`src/rtl/fetch_queue_unit.sv`:
```
// fetch_queue_unit: PC register, pipelined in-order imem requests, QDEPTH-entry instruction queue and F/D register.
// Ports: clk, rst (async active-low); imem_req/imem_addr out, imem_rvalid/imem_rdata in;
//        stalld/flushd (hazard unit), redirect/redirect_pc (execute);
//        instrd/pcd/pc_4d/validd (F/D register).
// Optional: define FETCH_PERF_EN to add saturating perf_fetched/perf_dropped counters.
module fetch_queue_unit #(
  parameter int XLEN = 32,
  parameter int QDEPTH = 4,
  parameter logic [XLEN-1:0] RESET_PC = '0,
  parameter logic [31:0] NOP_INSTR = 32'h0000_0013
) (
  input  logic            clk,
  input  logic            rst,
  output logic            imem_req,
  output logic [XLEN-1:0] imem_addr,
  input  logic            imem_rvalid,
  input  logic [31:0]     imem_rdata,
  input  logic            stalld,
  input  logic            flushd,
  input  logic            redirect,
  input  logic [XLEN-1:0] redirect_pc,
  output logic [31:0]     instrd,
  output logic [XLEN-1:0] pcd,
  output logic [XLEN-1:0] pc_4d,
`ifdef FETCH_PERF_EN
  output logic [31:0]     perf_fetched,
  output logic [31:0]     perf_dropped,
`endif
  output logic            validd
);
  localparam int AW = $clog2(QDEPTH);
  localparam int CW = AW + 1;
  logic [XLEN-1:0] pcf;
  logic [XLEN-1:0] pc_q [QDEPTH];
  logic [31:0]     instr_q [QDEPTH];
  logic [AW-1:0]   head, fill_idx, alloc_idx;
  // occ counts allocated slots; outst counts allocated slots still awaiting data
  logic [CW-1:0]   occ, outst, filled;
  // responses still owed for requests abandoned by a redirect
  logic [15:0]     drop_cnt;
  logic            resp_fill, resp_drop, head_valid, pop;
  logic [31:0]     head_instr;
  always_comb begin
    filled     = occ - outst;
    fill_idx   = head + filled[AW-1:0];
    alloc_idx  = head + occ[AW-1:0];
    resp_drop  = imem_rvalid && drop_cnt != 0;
    resp_fill  = imem_rvalid && drop_cnt == 0;
    imem_req   = rst && !redirect && occ < CW'(QDEPTH);
    imem_addr  = pcf;
    // a response landing on an empty-data head is forwarded straight to F/D
    head_valid = filled != 0 || resp_fill;
    head_instr = filled != 0 ? instr_q[head] : imem_rdata;
    pop        = head_valid && !stalld && !flushd && !redirect;
  end
  always_ff @(posedge clk) begin
    if (imem_req) pc_q[alloc_idx] <= pcf;
    if (resp_fill) instr_q[fill_idx] <= imem_rdata;
  end
  always_ff @(posedge clk or negedge rst) begin
    if (!rst) begin
      pcf      <= RESET_PC;
      head     <= '0;
      occ      <= '0;
      outst    <= '0;
      drop_cnt <= '0;
      instrd   <= NOP_INSTR;
      pcd      <= '0;
      pc_4d    <= '0;
      validd   <= 1'b0;
    end else begin
      if (redirect) begin
        pcf      <= redirect_pc;
        occ      <= '0;
        outst    <= '0;
        drop_cnt <= drop_cnt + 16'(outst) - 16'(imem_rvalid);
      end else begin
        if (imem_req) pcf <= pcf + XLEN'(4);
        if (pop) head <= head + AW'(1);
        occ   <= occ + CW'(imem_req) - CW'(pop);
        outst <= outst + CW'(imem_req) - CW'(resp_fill);
        if (resp_drop) drop_cnt <= drop_cnt - 16'd1;
      end
      if (redirect || flushd || (!stalld && !pop)) begin
        instrd <= NOP_INSTR;
        pcd    <= '0;
        pc_4d  <= '0;
        validd <= 1'b0;
      end else if (pop) begin
        instrd <= head_instr;
        pcd    <= pc_q[head];
        pc_4d  <= pc_q[head] + XLEN'(4);
        validd <= 1'b1;
      end
    end
  end
`ifdef FETCH_PERF_EN
  always_ff @(posedge clk or negedge rst) begin
    if (!rst) begin
      perf_fetched <= '0;
      perf_dropped <= '0;
    end else begin
      if (pop && perf_fetched != '1) perf_fetched <= perf_fetched + 32'd1;
      if (resp_drop && perf_dropped != '1) perf_dropped <= perf_dropped + 32'd1;
    end
  end
`endif
  a_no_orphan_resp: assert property (@(posedge clk) disable iff (!rst)
    imem_rvalid |-> (outst != 0 || drop_cnt != 0));
endmodule
```
`config.mk`:
```
export PLATFORM = sky130hd
export DESIGN_NAME = fetch_queue_unit
export DESIGN_NICKNAME = d
export VERILOG_FILES = /design/src/rtl/fetch_queue_unit.sv
export SDC_FILE = /design/constraint.sdc
export NUM_CORES = 1
export LEC_CHECK = 0
export CORE_ASPECT_RATIO = 2
export CORE_MARGIN = 5
export CORE_UTILIZATION = 49
export CTS_BUF_LIST = sky130_fd_sc_hd__clkbuf_8
export DETAILED_ROUTE_END_ITERATION = 7
export MAX_ROUTING_LAYER = met4
export PLACE_DENSITY = 0.8
export SKIP_LAST_GASP = 1
export SLEW_MARGIN = 30
export SYNTH_ARGS = -nofsm -noshare
export SYNTH_HDL_FRONTEND = slang
export SYNTH_SLANG_ARGS = --single-unit
```
`constraint.sdc`:
```
create_clock -name clk -period 6.59 [get_ports clk]
set_clock_uncertainty 0.1 [all_clocks]
set_input_delay 1.318 -clock clk [delete_from_list [all_inputs] [get_ports clk]]
set_output_delay 1.318 -clock clk [all_outputs]
set_load 0.03 [all_outputs]
```
==> results.txt <==
- Area growth from synthesis to layout: 20.7%
- Clock latency on the worst-skew pair, taken at its later pin, is 0.62 ns.
* Total power divided by cell area: 388 mW/mm2
- The wire-length estimate of the detail-placed layout is 28000 um.
- The die covers 0.0402 mm2.
* Wire length of the first global-routing pass: 62900 um
- Residual antenna-violating net count after detailed routing: 0
* Total setup buffers inserted after CTS: 0
- In this run the vertical extent of the chip is 279 um.
* Cell count after synthesis: 1215
* Number of failing setup endpoints in the final timing report: 0
* TritonCTS Buffers: 56
- CTS tree: done
* Clock slew at the register clock pins of the worst setup and hold paths: 0.07 ns
- Setup WS pre-CTS: 1.74 ns
* Final worst-path cycle share: 72.9%
* Fraction of power consumed by combinational cells: 38.2%
- After floorplanning, the core was sized to cover 0.0357 mm2.
- Site row count: 98
* Async S/R FF share, synth: 37.1%
- In the final layout, the share of cells above drive strength 1 is 11.9%.
* Highest net fanout along the worst path: 28
- Number of synthesis warnings: 0
- Post-route DRC: 0
- The setup check on the worst reg-to-reg path leaves a slack of 2.56 ns.
- Antenna violations before repair: 2
* Clock tree sinks: 407
- Non-filler cells in the finished layout: 1935
- At the end of the flow, the number of nets in the layout was 1557.
* Largest net degree at the start of global routing: 97
* Buffer cell driving the clock tree root: clkbuf_8
- For this run the aggregate overflow at the end of global routing stands at 0.
- Resize count post-CTS: 0
- Slew margin rel.: 40.4%
* Number of synthesized flops with an enable pin: 256
- Max-capacitance violation count: 0
* Most instantiated flip-flop cell in the synthesis netlist: edfxtp_1
- Capturing element type of the critical path: output port
- Per report_power, the clock group accounts for 21.7% of the total.
- Status: finished, final reports clean
* Total Wirelength: 40000 um
- Once placement completed, the tool counted placed cells totaling 1827.
* Worst R2R Path Depth: 15
- Post-synthesis cell area: 0.0177 mm2
* Vias per inst: 5.53
- Global routing consumed, over all layers together, 20.7% of the routing resources.
- In this run the static leakage power is 8.01 nW.
- The number of different library cells used by synthesis comes to 54.
* Internal portion of total power: 5.33 mW
- Maximum level of the CTS H-tree: 2
- The smallest clock period supported by the final layout is computed as 4.80 ns.
- Post-DR wirelength/cell: 20.7 um
* Number of primary I/O pins: 200
- Launching instance or port of the critical path: rst
* Launching element type of the critical path: primary input
- Per report_power, the sequential group accounts for 40.1% of the total.
* Crit path setup slack, layout: 1.79 ns
- The count of buffers added on input and output ports is 199.
- Across the VDD grid, the largest voltage drop is 0.288 mV.
* Hold Buf Count CTS: 0
- Die span in x: 144 um
* Fraction of the yosys area taken by sequential cells: 64.9%
- RSZ-0062 raised after global routing: no
- Switching Fraction: 35.6%
- Drt initial violations: 473
* Number of endpoints with negative hold slack in the final report: 0
- In this run the worst setup path terminates at imem_req.
- Effective utilization at floorplan: 49.5%
- Across all layers, the routed design uses 10700 vias.
- Post-synthesis area per instance: 14.5 um2
* Total Negative Setup Slacks: 0 ns
- Vias in the first global route: 11300
- Critical path class: in2out
- Number of register bits inferred by synthesis: 407
* Worst slew pin tran: 0.895 ns
- End of the worst register-to-register path: occ[2]$_DFF_PN0_
- Maximum number of buffers from clock root to sink: 3
- Post-Syn Nets: 1335
* Max Transition Viols Final: 0
- Hold WC Path Type: reg2reg
- For this run, the detailed router's first-pass iteration total came to 5.
- The worst register-to-register path begins at occ[0]$_DFF_PN0_.
- At the end of routability-driven placement, the weighted congestion stood at 0.863.
* Highest achievable clock rate: 0.208 GHz
- For the worst setup path, the data arrival time is 3.38 ns.
- Psw: 2.94 mW
* WP data required: 5.17 ns
-- layer usage --
layer	up-vias	global-route usage [%]	part of all wire (%)
li1	4935	-	-
met1	5348	23.8	36
met2	336	35.6	54
met3	87	3.06	5.2
met4	0	8.91	4.2
met5	-	-	0
-- logic make-up after synthesis --
logic type                 synth area share [%]
xor gates and xnor gates                   4.86
adders and majority gates                  3.71
DFF                                        64.9
buffers and inverters                      2.59
muxes                                      10.5
and+or+nand+nor                            7.37
AOI/OAI and AO/OA                          6.03
-- cells in the mapped netlist (3+ instances only) --
master / count / area share, %
o21bai_1: 4 / 0.17
clkbuf_1: 31 / 0.66
fa_1: 4 / 0.45
inv_1: 51 / 1.1
nand2_1: 133 / 2.8
nand3_1: 22 / 0.62
xor2_1: 34 / 1.7
nand4_1: 18 / 0.64
nor4_1: 3 / 0.11
dfrtp_1: 148 / 21
edfxtp_1: 256 / 44
and3_1: 8 / 0.28
nor2b_1: 7 / 0.25
a21oi_1: 22 / 0.62
buf_2: 11 / 0.31
o21ai_0: 90 / 2.5
a22o_1: 34 / 1.7
mux2_2: 3 / 0.19
buf_1: 4 / 0.085
buf_4: 5 / 0.21
a211oi_1: 3 / 0.13
nand2b_1: 3 / 0.11
mux2i_1: 36 / 2.0
xnor2_1: 64 / 3.2
dfstp_2: 3 / 0.45
ha_1: 46 / 3.3
nor2_1: 54 / 1.1
nor3_1: 11 / 0.31
mux4_1: 7 / 1.0
and4_1: 3 / 0.15
mux4_2: 57 / 7.3
o21ai_1: 8 / 0.23
and2_1: 3 / 0.11
o31ai_1: 3 / 0.13
-- worst min path at each step --
| stage | startpoint | end | cells after the start |
|---|---|---|---|
| after floorplan | drop_cnt[1]$_DFFE_PN0P_ | drop_cnt[1]$_DFFE_PN0P_ | 2 |
| after global placement | instrd[30]$_DFFE_PN0P_ | instrd[30]$_DFFE_PN0P_ | 2 |
| after detailed placement | validd$_DFFE_PN0P_ | validd$_DFFE_PN0P_ | 2 |
| after CTS | validd$_DFFE_PN0P_ | validd$_DFFE_PN0P_ | 2 |
| after global routing | validd$_DFFE_PN0P_ | validd$_DFFE_PN0P_ | 2 |
| final | instrd[30]$_DFFE_PN0P_ | instrd[30]$_DFFE_PN0P_ | 2 |
-- per-stage QoR --
stage	hold slack, ns	utilization [%]	area, um2	power [mW]
2_1_floorplan	0.439	-	17700	5.62
3_3_place_gp	0.360	56.4	20100	6.46
3_5_place_dp	0.363	56.7	20200	6.55
4_1_cts	0.379	59.6	21300	8.36
5_1_grt	0.396	59.8	21300	8.77
6_report	0.376	59.8	21300	8.27
-- cell usage in the layout (no fill, tap or decap), types with 5 or more instances in the layout --
cell type	count
edfxtp_1	256
clkdlybuf4s50_1	197
dfrtp_1	146
nand2_1	133
o21ai_0	90
inv_1	77
xnor2_1	64
clkbuf_8	59
mux4_2	57
nor2_1	50
ha_1	46
mux2i_1	36
xor2_1	34
a22o_1	34
nand3_1	22
a21oi_1	22
nand4_1	18
buf_4	12
clkinv_1	9
o21ai_1	8
nor2b_1	7
mux4_1	7
and3_1	7
nor3_1	7
nor3_2	6
clkinv_2	5
buf_16	5
-- power by group through the flow --
stage               logic, mW  clock network [mW]  registers (mW)
global route             3.45                1.97            3.35
floorplan                2.17                   0            3.45
finish                   3.16                1.80            3.31
detailed placement       3.18                   0            3.37
global placement         3.10                   0            3.35
CTS                      3.19                1.85            3.32
-- state kept, by name, summed over array words and instances (netlist names) --
signal,flops
imem_addr,32
pc_4d,30
pc_q,128
pcd,32
head,2
occ,3
instr_q,128
validd,1
instrd,32
outst,3
drop_cnt,16
-- layout make-up --
class / count / area (um2)
Multi-Input combinational cell: 703 / 5800
Clock inverter: 45 / 230
Inverter: 51 / 191
Clock buffer: 59 / 812
Fill cell: 2708 / 14400
Tap cell: 450 / 563
Sequential cell: 407 / 11500
Timing Repair Buffer: 218 / 2250
Antenna cell: 2 / 5.00
-- critical path: stages --
cell             delay, ns
buf_6                 0.25
nor2b_1               0.54
nand2b_1              0.21
inv_1                 0.30
clkdlybuf4s50_1       0.74
Note: power is estimated with default switching activity, not from simulation.
